`src/rtl/sort_reorder_ctrl.sv`:
```
// -----------------------------------------------------------------------------
// sort_reorder_ctrl
//
// Address/enable controller for the 32-point FFT output reorder buffer. The
// buffer is a ping-pong pair of N-entry banks in an external sync-read RAM
// (1-cycle read latency). FFT samples are written in natural order into the
// bank being filled. Each completed bank is then read back in bit-reversed
// address order, which yields a natural-order spectrum. Only addresses,
// strobes and bank selects are produced here; the data path is external.
//
// Ports
//   clk        in   rising-edge clock
//   rst        in   asynchronous reset, active-high
//   in_valid   in   FFT output sample present this cycle
//   out_stall  in   downstream not ready; pauses the read side
//   ovf_clr    in   synchronous clear of the sticky overflow flag
//   wr_en      out  write strobe to reorder RAM
//   wr_bank    out  bank being filled
//   wr_addr    out  natural-order write address
//   rd_en      out  read strobe to reorder RAM
//   rd_bank    out  bank being drained
//   rd_addr    out  bit-reversed read address
//   out_valid  out  RAM read data valid (rd_en delayed one cycle)
//   out_last   out  with out_valid: last sample of the frame
//   overflow   out  sticky: a sample was dropped
//   busy       out  any frame in flight
//   state_dbg  out  read FSM state (0 = IDLE, 1 = READ)
//
// Handshake: in_valid is a one-way push with no back-pressure; a sample is
// taken when wr_en is high and dropped (flagging overflow) when in_valid is
// high but the target bank is still full. out_stall is a level that freezes
// the read side for as long as it is high; rd_en is low in those cycles.
// -----------------------------------------------------------------------------
module sort_reorder_ctrl #(
    parameter int N     = 32,
    parameter int LOG2N = 5
) (
    input  logic             clk,
    input  logic             rst,
    input  logic             in_valid,
    input  logic             out_stall,
    input  logic             ovf_clr,
    output logic             wr_en,
    output logic             wr_bank,
    output logic [LOG2N-1:0] wr_addr,
    output logic             rd_en,
    output logic             rd_bank,
    output logic [LOG2N-1:0] rd_addr,
    output logic             out_valid,
    output logic             out_last,
    output logic             overflow,
    output logic             busy,
    output logic             state_dbg
);

    typedef enum logic {
        IDLE = 1'b0,
        READ = 1'b1
    } state_t;

    state_t           state;
    state_t           state_nxt;
    logic [LOG2N-1:0] wr_cnt;
    logic [LOG2N-1:0] rd_cnt;
    logic [1:0]       full;
    logic [1:0]       full_nxt;
    logic             rd_release;
    logic             busy_w;
    logic             drop;
    logic             wr_last;
    logic             rd_last;

    assign wr_last = (wr_cnt == LOG2N'(N-1));
    assign rd_last = (rd_cnt == LOG2N'(N-1));

    // ---------------------------------------------------------------------
    // Read FSM: next state, read strobe, release of the drained bank
    // ---------------------------------------------------------------------
    always_comb begin
        state_nxt  = state;
        rd_en      = 1'b0;
        rd_release = 1'b0;
        case (state)
            IDLE: begin
                if (full[rd_bank]) begin
                    state_nxt = READ;
                end
            end
            READ: begin
                rd_en = ~out_stall;
                if (~out_stall && rd_last) begin
                    rd_release = 1'b1;
                    // Other bank already full: continue without a gap.
                    if (!full[~rd_bank]) begin
                        state_nxt = IDLE;
                    end
                end
            end
            default: state_nxt = IDLE;
        endcase
    end

    // A bank released this cycle is writable in the same cycle. The writer
    // is then at address 0 while the reader is at N-1, so no collision.
    assign busy_w  = full[wr_bank] & ~rd_release;
    assign wr_en   = in_valid & ~busy_w;
    assign drop    = in_valid & busy_w;
    assign wr_addr = wr_cnt;

    // Bit-reversed read address: bit i takes rd_cnt bit LOG2N-1-i.
    always_comb begin
        rd_addr = '0;
        for (int i = 0; i < LOG2N; i++) begin
            rd_addr[i] = rd_cnt[LOG2N-1-i];
        end
    end

    // Set (writer bank) and clear (reader bank) never hit the same bank in
    // one cycle, so applying both in sequence is safe.
    always_comb begin
        full_nxt = full;
        if (rd_release) begin
            full_nxt[rd_bank] = 1'b0;
        end
        if (wr_en && wr_last) begin
            full_nxt[wr_bank] = 1'b1;
        end
    end

    assign busy      = (state == READ) | full[0] | full[1] | (wr_cnt != '0);
    assign state_dbg = (state == READ);

    // ---------------------------------------------------------------------
    // State registers
    // ---------------------------------------------------------------------
    always_ff @(posedge clk or posedge rst) begin
        if (rst) begin
            state <= IDLE;
        end else begin
            state <= state_nxt;
        end
    end

    always_ff @(posedge clk or posedge rst) begin
        if (rst) begin
            wr_cnt  <= '0;
            wr_bank <= 1'b0;
            full    <= 2'b00;
        end else begin
            full <= full_nxt;
            if (wr_en) begin
                // N is a power of two, so the increment wraps N-1 -> 0.
                wr_cnt <= wr_cnt + LOG2N'(1);
                if (wr_last) begin
                    wr_bank <= ~wr_bank;
                end
            end
        end
    end

    always_ff @(posedge clk or posedge rst) begin
        if (rst) begin
            rd_cnt  <= '0;
            rd_bank <= 1'b0;
        end else begin
            if (state == IDLE) begin
                rd_cnt <= '0;
            end else if (rd_en) begin
                rd_cnt <= rd_cnt + LOG2N'(1);
            end
            if (rd_release) begin
                rd_bank <= ~rd_bank;
            end
        end
    end

    // Output pipeline matches the one-cycle RAM read latency.
    always_ff @(posedge clk or posedge rst) begin
        if (rst) begin
            out_valid <= 1'b0;
            out_last  <= 1'b0;
        end else begin
            out_valid <= rd_en;
            out_last  <= rd_en & rd_last;
        end
    end

    // A drop in the same cycle as ovf_clr keeps the flag set.
    always_ff @(posedge clk or posedge rst) begin
        if (rst) begin
            overflow <= 1'b0;
        end else if (drop) begin
            overflow <= 1'b1;
        end else if (ovf_clr) begin
            overflow <= 1'b0;
        end
    end

endmodule
```
`config.mk`:
```
export PLATFORM = sky130hd
export DESIGN_NAME = sort_reorder_ctrl
export DESIGN_NICKNAME = d
export VERILOG_FILES = /design/src/rtl/sort_reorder_ctrl.sv
export SDC_FILE = /design/constraint.sdc
export NUM_CORES = 1
export LEC_CHECK = 0
export CAP_MARGIN = 0
export CORE_ASPECT_RATIO = 1.25
export CORE_MARGIN = 1.5
export CORE_UTILIZATION = 50
export DETAILED_ROUTE_END_ITERATION = 16
export GPL_ROUTABILITY_DRIVEN = 0
export GPL_TIMING_DRIVEN = 0
export MAX_ROUTING_LAYER = met4
export PLACE_DENSITY = 0.81
export SYNTH_ARGS = -nofsm -noshare
export SYNTH_HDL_FRONTEND = slang
export SYNTH_SLANG_ARGS = --single-unit
```
`constraint.sdc`:
```
create_clock -name clk -period 5 [get_ports clk]
set_input_delay 1.5 -clock clk [delete_from_list [all_inputs] [get_ports clk]]
set_output_delay 1.5 -clock clk [all_outputs]
set_load 0.03 [all_outputs]
```
==> impl_metrics.json, run 1 <==
{
  "layout_commonest_cell": "clkdlybuf4s50_1",
  "ys_seq_area_share_pct": 50.28,
  "netlist_instances": 73,
  "share_seq_of_total_power_pct": 37.9,
  "seq_area_um2": 450.4,
  "maxCapViolCount": 0,
  "fin_skew_ns": 0.002049,
  "multi_input_area_um2": 400.4,
  "cts_buffers": 3,
  "dp_slack_ns": 0.5505,
  "die_w_um": 40.86,
  "syn_nets": 83,
  "synth.ff_latch_count": 18,
  "mostFrequentLayoutCells": "clkdlybuf4s50_1 (22), dfrtp_1 (18), xnor2_1 (8), inv_1 (6), ha_1 (5)",
  "antenna-diode-count": 0,
  "die_y_um": 50.33,
  "grt_max_degree": 19,
  "synth_top_family_by_area": "simple AND/OR/NAND/NOR gates",
  "p_sw_mw": 0.2822,
  "swShare_pct": 41.58,
  "syn_avg_cell_area_um2": 12.27,
  "ctsRootBufferMaster": "clkbuf_4",
  "die-area_um2": 2056,
  "max-vdd-ir-drop_mv": 0.3922,
  "synth-compound-area-share_pct": 9.497,
  "clock_tree.htree_level_count": 1,
  "status": "completed",
  "cp_max_fo": 6,
  "grt_pass1_wl_um": 2428,
  "cts.sinks": 18,
  "n_fill_cell": 120,
  "synth-xor-area-share_pct": 7.821,
  "hold_viol_final": 0,
  "grt_usage_pct": 18.04,
  "remaining_drc_errors": 0,
  "max-slew-margin-rel_pct": 56.68,
  "internal_power_mw": 0.3965,
  "worstSetupPathType": "in2out",
  "fin_util_pct": 71.60,
  "synth_fa_ha_area_share_pct": 6.983,
  "comb_power_share_pct": 52.0,
  "cp.required_ns": 3.50,
  "ys_warn_count": 0,
  "finalSetupTns_ns": 0,
  "synth_area_um2": 895.9,
  "fin_crit_sh_pct": 88.93,
  "synth-simple-area-share_pct": 13.27,
  "rsz0062_at_grt": "false",
  "clock_path_buffers": 2,
  "clk_pin_slew_ns": 0.09,
  "start_util_pct": 55.25,
  "min_period_ns": 4.447,
  "yosysUniqueCellTypes": 28,
  "dp.final_hpwl_um": 1140,
  "grt.overflow.total": 0,
  "antenna_found_initial": 0,
  "postCtsSetupRepairBufs": 0,
  "cts_hold_buffers": 0,
  "pin_count": 24,
  "antenna_left": 0,
  "wl_per_cell_um": 13.08,
  "coreArea_um2": 1622,
  "tightest_slew_ns": 0.6491,
  "power.leakage_nw": 0.5207,
  "crit_path_end_kind": "output port",
  "clkPwrFrac_pct": 10.1,
  "drt_iter0_markers": 6,
  "tritoncts": "built",
  "first_global_vias": 591,
  "insertion_delay_ns": 0.29,
  "fmax_ghz": 0.2249,
  "placementRows": 16,
  "avgViaCountPerCell": 5.336,
  "worst_slack_ns": 0.5534,
  "first_pass_iters": 4,
  "synthMuxAreaShare_pct": 7.123,
  "final_nets": 110,
  "slew_violations": 0,
  "layout-drive-gt1-share_pct": 11.22,
  "setup_viol": 0,
  "port_buffers": 22,
  "drt-total-wl_um": 1517,
  "pwr_density_cell_nw_per_um2": 584.5,
  "vias": 619,
  "cts_resized": 0,
  "hold_path.class": "reg2reg",
  "start_kind": "input port",
  "area_growth_pct": 29.61,
  "cp.arrival_ns": 2.95
}
[cells in the mapped netlist]
cell type	n	area (um^2)
o21ai_4	1	16.27
o221ai_1	1	8.760
xnor2_1	8	70.07
mux2i_1	2	20.02
mux2i_2	1	13.76
buf_2	1	5.000
ha_1	5	62.56
nand2_1	3	11.26
o21ai_0	4	20.02
o32ai_1	1	8.760
and2_1	3	18.77
o211ai_1	1	7.510
a32o_1	1	10.01
nand4b_1	1	8.760
buf_6	1	11.26
nand3b_4	1	20.02
nor4b_1	1	8.760
nand2b_1	1	6.260
o21bai_1	1	7.510
and3_1	2	12.51
nor2b_1	3	18.77
mux2_4	2	30.03
dfrtp_1	18	450.4
o22ai_1	1	6.260
inv_4	1	6.260
and4_1	1	8.760
nor3_1	1	5.000
inv_1	6	22.52
[power groups by stage]
stage | Sequential, mW | Clock, mW | Combinational, mW
2_1_floorplan | 0.342 | 0 | 0.136
3_3_place_gp | 0.258 | 0 | 0.347
3_5_place_dp | 0.260 | 0 | 0.356
4_1_cts | 0.257 | 0.0708 | 0.358
5_1_grt | 0.266 | 0.0781 | 0.376
6_report | 0.257 | 0.0686 | 0.353
[final timing paths]
path                       startpoint          to  slack [ns]  cells after the start
min in group asynchronous         rst  wr_addr[0]        1.59                      2
hold / removal               overflow    overflow        0.54                      2
setup / recovery             in_valid       wr_en        0.55                      4
max in group asynchronous         rst  wr_addr[2]        3.00                      2
hold reg to reg              overflow    overflow        0.54                      2
setup reg to reg            rd_cnt[0]  wr_addr[1]        3.12                      7
[worst max-delay path: stages]
cell	delay (ns)
clkdlybuf4s50_1	0.60
o21ai_4	0.12
inv_1	0.07
clkdlybuf4s50_1	0.66
[area by class of cell]
class | instances | share of cell area (%)
sequential | 18 | 38.79
multi-input combinational | 46 | 34.48
timing repair buffer | 22 | 18.97
inverter | 7 | 2.478
clock buffer | 3 | 1.940
tap | 18 | 1.940
buffer | 2 | 1.401
[per-layer routing]
metal  track usage [%]  wire length (um)  vias to the layer above
met3             3.982                88                        4
li1                  -                 -                      302
met4             10.00                28                        0
met5                 -                 0                        -
met1             21.79               690                      290
met2             26.82               709                       23
[stage by stage]
stage	hold slack (ns)	power (mW)	std cells	instance area [um^2]
6_report	0.5379	0.6787	116	1161
5_1_grt	0.5551	0.7203	116	1161
4_1_cts	0.5372	0.6856	116	1161
3_5_place_dp	0.5148	0.6152	113	1139
3_3_place_gp	0.5035	0.6041	113	1139
2_1_floorplan	0.5470	0.4779	73	895.9
[state kept, by name, indices dropped and copies added, names as in the netlist]
register and cells:
out_last 1, wr_bank 1, state_dbg 1, rd_cnt 5, wr_addr 5, full 2
overflow 1, out_valid 1, rd_bank 1
[cells by family after synthesis]
logic type,Yosys count
buffers and inverters,9
DFF,18
and+or+nand+nor,17
muxes,5
adders and majority gates,5
AOI/OAI and AO/OA,11
xor gates and xnor gates,8
(Power assumes the default switching activity.)
==> inputs of run 2 (changes only) <==
ABC_AREA = 1   (was default)
CORE_ASPECT_RATIO = default   (was 1.25)
==> run 2 against run 1 <==
Clock skew grew 0.0027 ns; wire length grew 9.2%; maximum frequency shrank 5.3%; first-iteration DRC count grew 130%; die area grew 0.70%; clock-buffer cell count grew 1; worst setup slack lost 0.25 ns; largest power group unchanged.
==> impl_metrics.json, run 2 <==
{
  "remaining_drc_errors": 0,
  "max-vdd-ir-drop_mv": 0.3023,
  "cts.sinks": 18,
  "synth-xor-area-share_pct": 2.909,
  "coreArea_um2": 1708,
  "rsz0062_at_grt": "false",
  "cp.required_ns": 3.50,
  "min_period_ns": 4.695,
  "synthTopCellsByArea": "dfrtp_1 (50%), nand2_1 (14%), ha_1 (6.9%)",
  "power_mw": 0.6698,
  "max-slew-margin-rel_pct": 57.18,
  "hold_path.class": "reg2reg",
  "multi_input_area_um2": 394.1,
  "crit-reg2reg-launch": "rd_cnt[1]",
  "worstSetupPathType": "in2out",
  "grt_max_degree": 19,
  "dp_slack_ns": 0.3245,
  "synth_fa_ha_area_share_pct": 6.925,
  "pin_count": 24,
  "synth_top_family_by_area": "simple AND/OR/NAND/NOR gates",
  "finalSetupTns_ns": 0,
  "synth-compound-area-share_pct": 4.709,
  "setup_viol": 0,
  "whs_ns": 0.5218,
  "first_pass_iters": 4,
  "seq_area_um2": 450.4,
  "cts_buffers": 3,
  "synth-simple-area-share_pct": 29.09,
  "reg2reg_to": "wr_addr[3]",
  "wl_per_cell_um": 10.62,
  "worst_slack_ns": 0.3049,
  "path_cells": "clkdlybuf4s50_1 -> inv_2 -> nand3_4 -> nand2_4 -> nand2_4 -> inv_4 -> clkdlybuf4s50_1",
  "async_reset_ff_share_pct": 100.0,
  "drt-total-wl_um": 1656,
  "die_w_um": 45.51,
  "grt_pass1_wl_um": 2863,
  "synth_edf_count": 0,
  "fmax_ghz": 0.2130,
  "hold_viol_final": 0,
  "area_growth_pct": 32.96,
  "grt.overflow.total": 0,
  "postCtsSetupRepairBufs": 0,
  "tightest_slew_ns": 0.6415,
  "insertion_delay_ns": 0.28,
  "regToRegSetupSlack_ns": 3.46,
  "drt_iter0_markers": 14,
  "layout-drive-gt1-share_pct": 8.397,
  "first_global_vias": 677,
  "layout_commonest_cell": "nand2_1",
  "cts_resized": 0,
  "slew_violations": 0,
  "dp.final_hpwl_um": 1278,
  "power.leakage_nw": 0.5930,
  "ys_seq_area_share_pct": 49.86,
  "tritoncts": "built",
  "crit_slowest_cell": "clkdlybuf4s50_1",
  "final_nets": 142,
  "clk_pin_slew_ns": 0.10,
  "syn_avg_cell_area_um2": 8.686,
  "fin_crit_sh_pct": 93.90,
  "avgViaCountPerCell": 4.865,
  "synth_largest_area_cell": "dfrtp_1",
  "yosysUniqueCellTypes": 19,
  "mostFrequentLayoutCells": "nand2_1 (33), clkdlybuf4s50_1 (23), dfrtp_1 (18), inv_1 (9), nor2_1 (9)",
  "vias": 759,
  "die-area_um2": 2071,
  "status": "completed",
  "synth.most_common_cell": "nand2_1",
  "place_inst": 152,
  "pwr_density_cell_nw_per_um2": 557.6,
  "start_kind": "input port",
  "max_stage_delay_ns": 0.66,
  "antenna-diode-count": 0,
  "synthMuxAreaShare_pct": 0,
  "start_util_pct": 52.89,
  "ys_top_cells_by_count": "nand2_1 (33), dfrtp_1 (18), inv_1 (9), nor2_1 (9), nand3_1 (7)",
  "placementRows": 15,
  "ctsRootBufferMaster": "clkbuf_4",
  "critPathLaunch": "out_stall",
  "grt_usage_pct": 19.78,
  "instances_no_fill": 156,
  "cts_hold_buffers": 0,
  "synth_top_area_share_pct": 49.86,
  "ys_warn_count": 0,
  "r2r_cells": 10,
  "clock_tree.htree_level_count": 1,
  "syn_nets": 114,
  "cp_max_fo": 7,
  "maxCapViolCount": 0,
  "cp.arrival_ns": 3.20,
  "netlist_instances": 104,
  "die_y_um": 45.51,
  "synth.ff_latch_count": 18,
  "setup.worst_path.end": "wr_en",
  "antenna_left": 0,
  "crit_path_end_kind": "output port",
  "synth_area_um2": 903.4,
  "n_fill_cell": 143,
  "synth_ff_type": "dfrtp_1",
  "port_buffers": 23,
  "clock_path_buffers": 2,
  "antenna_found_initial": 0,
  "fin_skew_ns": 0.004771
}
[run 2: cell types whose count changed in the layout (fill, tap and decap cells not counted), sizes merged, moves of 2 or more]
cell   change
mux2i      -3
xor2       +2
nor2       +9
mux2       -2
nor2b      -3
xnor2      -7
and3       -2
inv        +5
nand3      +8
nand4      +4
and2       -3
nand2     +32
[run 2: worst min path at each step]
stage	slack (ns)	endpoint	cells past startpoint	from
3_5_place_dp	0.50	wr_addr[3]	2	wr_addr[3]
6_report	0.52	rd_cnt[2]	1	rd_cnt[2]
4_1_cts	0.53	rd_cnt[2]	1	rd_cnt[2]
3_3_place_gp	0.49	wr_addr[3]	2	wr_addr[3]
5_1_grt	0.57	rd_cnt[2]	1	rd_cnt[2]
2_1_floorplan	0.54	full[1]	2	full[1]
[run 2: logic make-up (layout without fill, tap and decap cells)]
kind of cell,after synthesis,count (layout)
compound gates,8,8
simple gates,57,57
buf+inv,13,40
fa+ha+maj,5,5
xor+xnor,3,3
flops,18,18
[run 2: where the power goes]
| group | leakage [nW] | switching (mW) | total [mW] | internal [mW] |
|---|---|---|---|---|
| sequential | 0.225 | 0.0531 | 0.247 | 0.193 |
| clock | 0.0210 | 0.0409 | 0.0852 | 0.0443 |
| combinational | 0.347 | 0.197 | 0.338 | 0.141 |
[run 2: layout make-up]
class,instances,share of cell area (%)
inverters,12,3.958
flip-flops and latches,18,37.50
clock buffers,4,3.021
well taps,25,2.604
multi-input cells,73,32.81
plain buffers,1,0.9375
repair buffers,23,19.17
[run 2: routing by layer]
metal | track usage, % | wire [um] | vias to the layer above
met5 | - | 0 | -
met4 | 8.824 | 12 | 0
met3 | 4.365 | 71 | 2
met2 | 29.58 | 798 | 21
met1 | 25.51 | 773 | 346
li1 | - | - | 390
[run 2: through the flow]
stage          instance area [um^2]  util (%)
6_report                       1201     70.33
5_1_grt                        1201     70.33
4_1_cts                        1201     70.33
3_5_place_dp                   1165     68.21
3_3_place_gp                   1165     68.21
2_1_floorplan                 903.4         -
[run 2: critical path, delay by kind of cell]
kind	cells	cell delay (ns)
simple gates	3	0.32
buf+inv	4	1.37
==> inputs of run 3 (changes only) <==
CORE_MARGIN = 3   (was 1.5)
GPL_TIMING_DRIVEN = default   (was 0)
clock period = 5.4 ns   (was 5 ns; I/O delays follow)
==> run 3 against run 2 <==
Utilization is 3.4 points higher; sequential share of layout area is 0.84 points higher; non-clock buffer count down 1; cell count is 1.9% lower; wire length up 3.0%; largest cell class unchanged.
==> impl_metrics.json, run 3 (synthesis results as in run 2) <==
{
  "setup_viol": 0,
  "hold_path.class": "reg2reg",
  "slew_violations": 0,
  "layout_commonest_cell": "nand2_1",
  "antenna-diode-count": 0,
  "die_w_um": 48.51,
  "port_buffers": 23,
  "placementRows": 14,
  "status": "completed",
  "cp_max_fo": 7,
  "layout-drive-gt1-share_pct": 6.977,
  "first_pass_iters": 4,
  "tritoncts": "built",
  "postPlaceCellArea_um2": 1152,
  "drt-total-wl_um": 1706,
  "cp.required_ns": 3.78,
  "whs_ns": 0.5292,
  "ctsRootBufferMaster": "clkbuf_4",
  "coreArea_um2": 1594,
  "mostFrequentLayoutCells": "nand2_1 (33), clkdlybuf4s50_1 (23), dfrtp_1 (18), inv_1 (9), nor2_1 (9)",
  "clock_path_buffers": 2,
  "drt_iter0_markers": 8,
  "pin_count": 24,
  "worst_slack_ns": 0.4307,
  "maxCapViolCount": 0,
  "final_nets": 141,
  "fin_skew_ns": 0.001607,
  "grt_max_degree": 19,
  "remaining_drc_errors": 0,
  "start_util_pct": 56.67,
  "dp_slack_ns": 0.4658,
  "stdcell_area_um2": 1175,
  "die-area_um2": 2353,
  "antenna_found_initial": 0,
  "clk_pin_slew_ns": 0.09,
  "power_mw": 0.6037,
  "tightest_slew_ns": 0.6663,
  "postCtsSetupRepairBufs": 0,
  "hold_viol_final": 0,
  "fin_crit_sh_pct": 92.02,
  "min_period_ns": 4.969,
  "cts_buffers": 3,
  "insertion_delay_ns": 0.28,
  "max-slew-margin-rel_pct": 55.53,
  "die_y_um": 48.51,
  "rsz0062_at_grt": "false",
  "crit_path_end_kind": "output port",
  "cp.arrival_ns": 3.35,
  "max-vdd-ir-drop_mv": 0.3042,
  "power.leakage_nw": 0.5799,
  "cts.sinks": 18,
  "cts_hold_buffers": 0,
  "first_global_vias": 745,
  "grt.overflow.total": 0,
  "cts_resized": 0,
  "antenna_left": 0,
  "vias": 742,
  "wl_per_cell_um": 11.15,
  "dp.final_hpwl_um": 1300,
  "finalSetupTns_ns": 0,
  "avgViaCountPerCell": 4.850,
  "worstSetupPathType": "in2out",
  "grt_pass1_wl_um": 3208,
  "n_fill_cell": 137,
  "start_kind": "input port",
  "pwr_density_cell_nw_per_um2": 513.8,
  "area_growth_pct": 30.06,
  "grt_usage_pct": 17.32,
  "clock_tree.htree_level_count": 1,
  "fmax_ghz": 0.2012
}
run 3: cell types whose count changed in the layout (fill, tap and decap cells not counted), sizes merged:
cell	change
clkbuf	-1
buf	-1
run 3: final timing paths:
| kind | from | endpoint | slack (ns) | cells after the start |
|---|---|---|---|---|
| max | out_stall | wr_en | 0.43 | 7 |
| min | rd_cnt[2] | rd_cnt[2] | 0.53 | 1 |
| max reg2reg | rd_cnt[1] | wr_addr[3] | 3.86 | 10 |
| min reg2reg | rd_cnt[2] | rd_cnt[2] | 0.53 | 1 |
| max in group asynchronous | rst | overflow | 3.25 | 2 |
| min in group asynchronous | rst | wr_addr[3] | 1.73 | 2 |
run 3: layout make-up:
type / count / area [um^2] / share of cell area (%)
flip-flops and latches: 18 / 450.4 / 38.34
multi-input cells: 73 / 394.1 / 33.55
repair buffers: 23 / 230.2 / 19.60
inverters: 12 / 47.55 / 4.047
well taps: 24 / 30.03 / 2.556
clock buffers: 3 / 22.52 / 1.917
run 3: power by group:
group / total (mW) / internal (mW) / switching (mW)
combinational: 0.306 / 0.127 / 0.178
clock: 0.0628 / 0.0258 / 0.0369
sequential: 0.235 / 0.179 / 0.0561
run 3: metrics by stage:
| step | utilization, % | cells |
|---|---|---|
| after floorplan | - | 104 |
| after global placement | 72.29 | 150 |
| after detailed placement | 72.29 | 150 |
| after CTS | 73.70 | 153 |
| after global routing | 73.70 | 153 |
| final | 73.70 | 153 |
run 3: worst max-delay path, cell delays in order:
cell	delay [ns]
clkdlybuf4s50_1	0.51
inv_2	0.14
nand3_4	0.12
nand2_4	0.14
nand2_4	0.08
inv_4	0.08
clkdlybuf4s50_1	0.66
run 3: layer usage:
metal | up-vias | global-route usage (%) | wire length [um]
met2 | 16 | 27.06 | 760
met5 | - | - | 0
met1 | 340 | 22.97 | 871
li1 | 384 | - | -
met4 | 0 | 5.687 | 10
met3 | 2 | 3.067 | 63
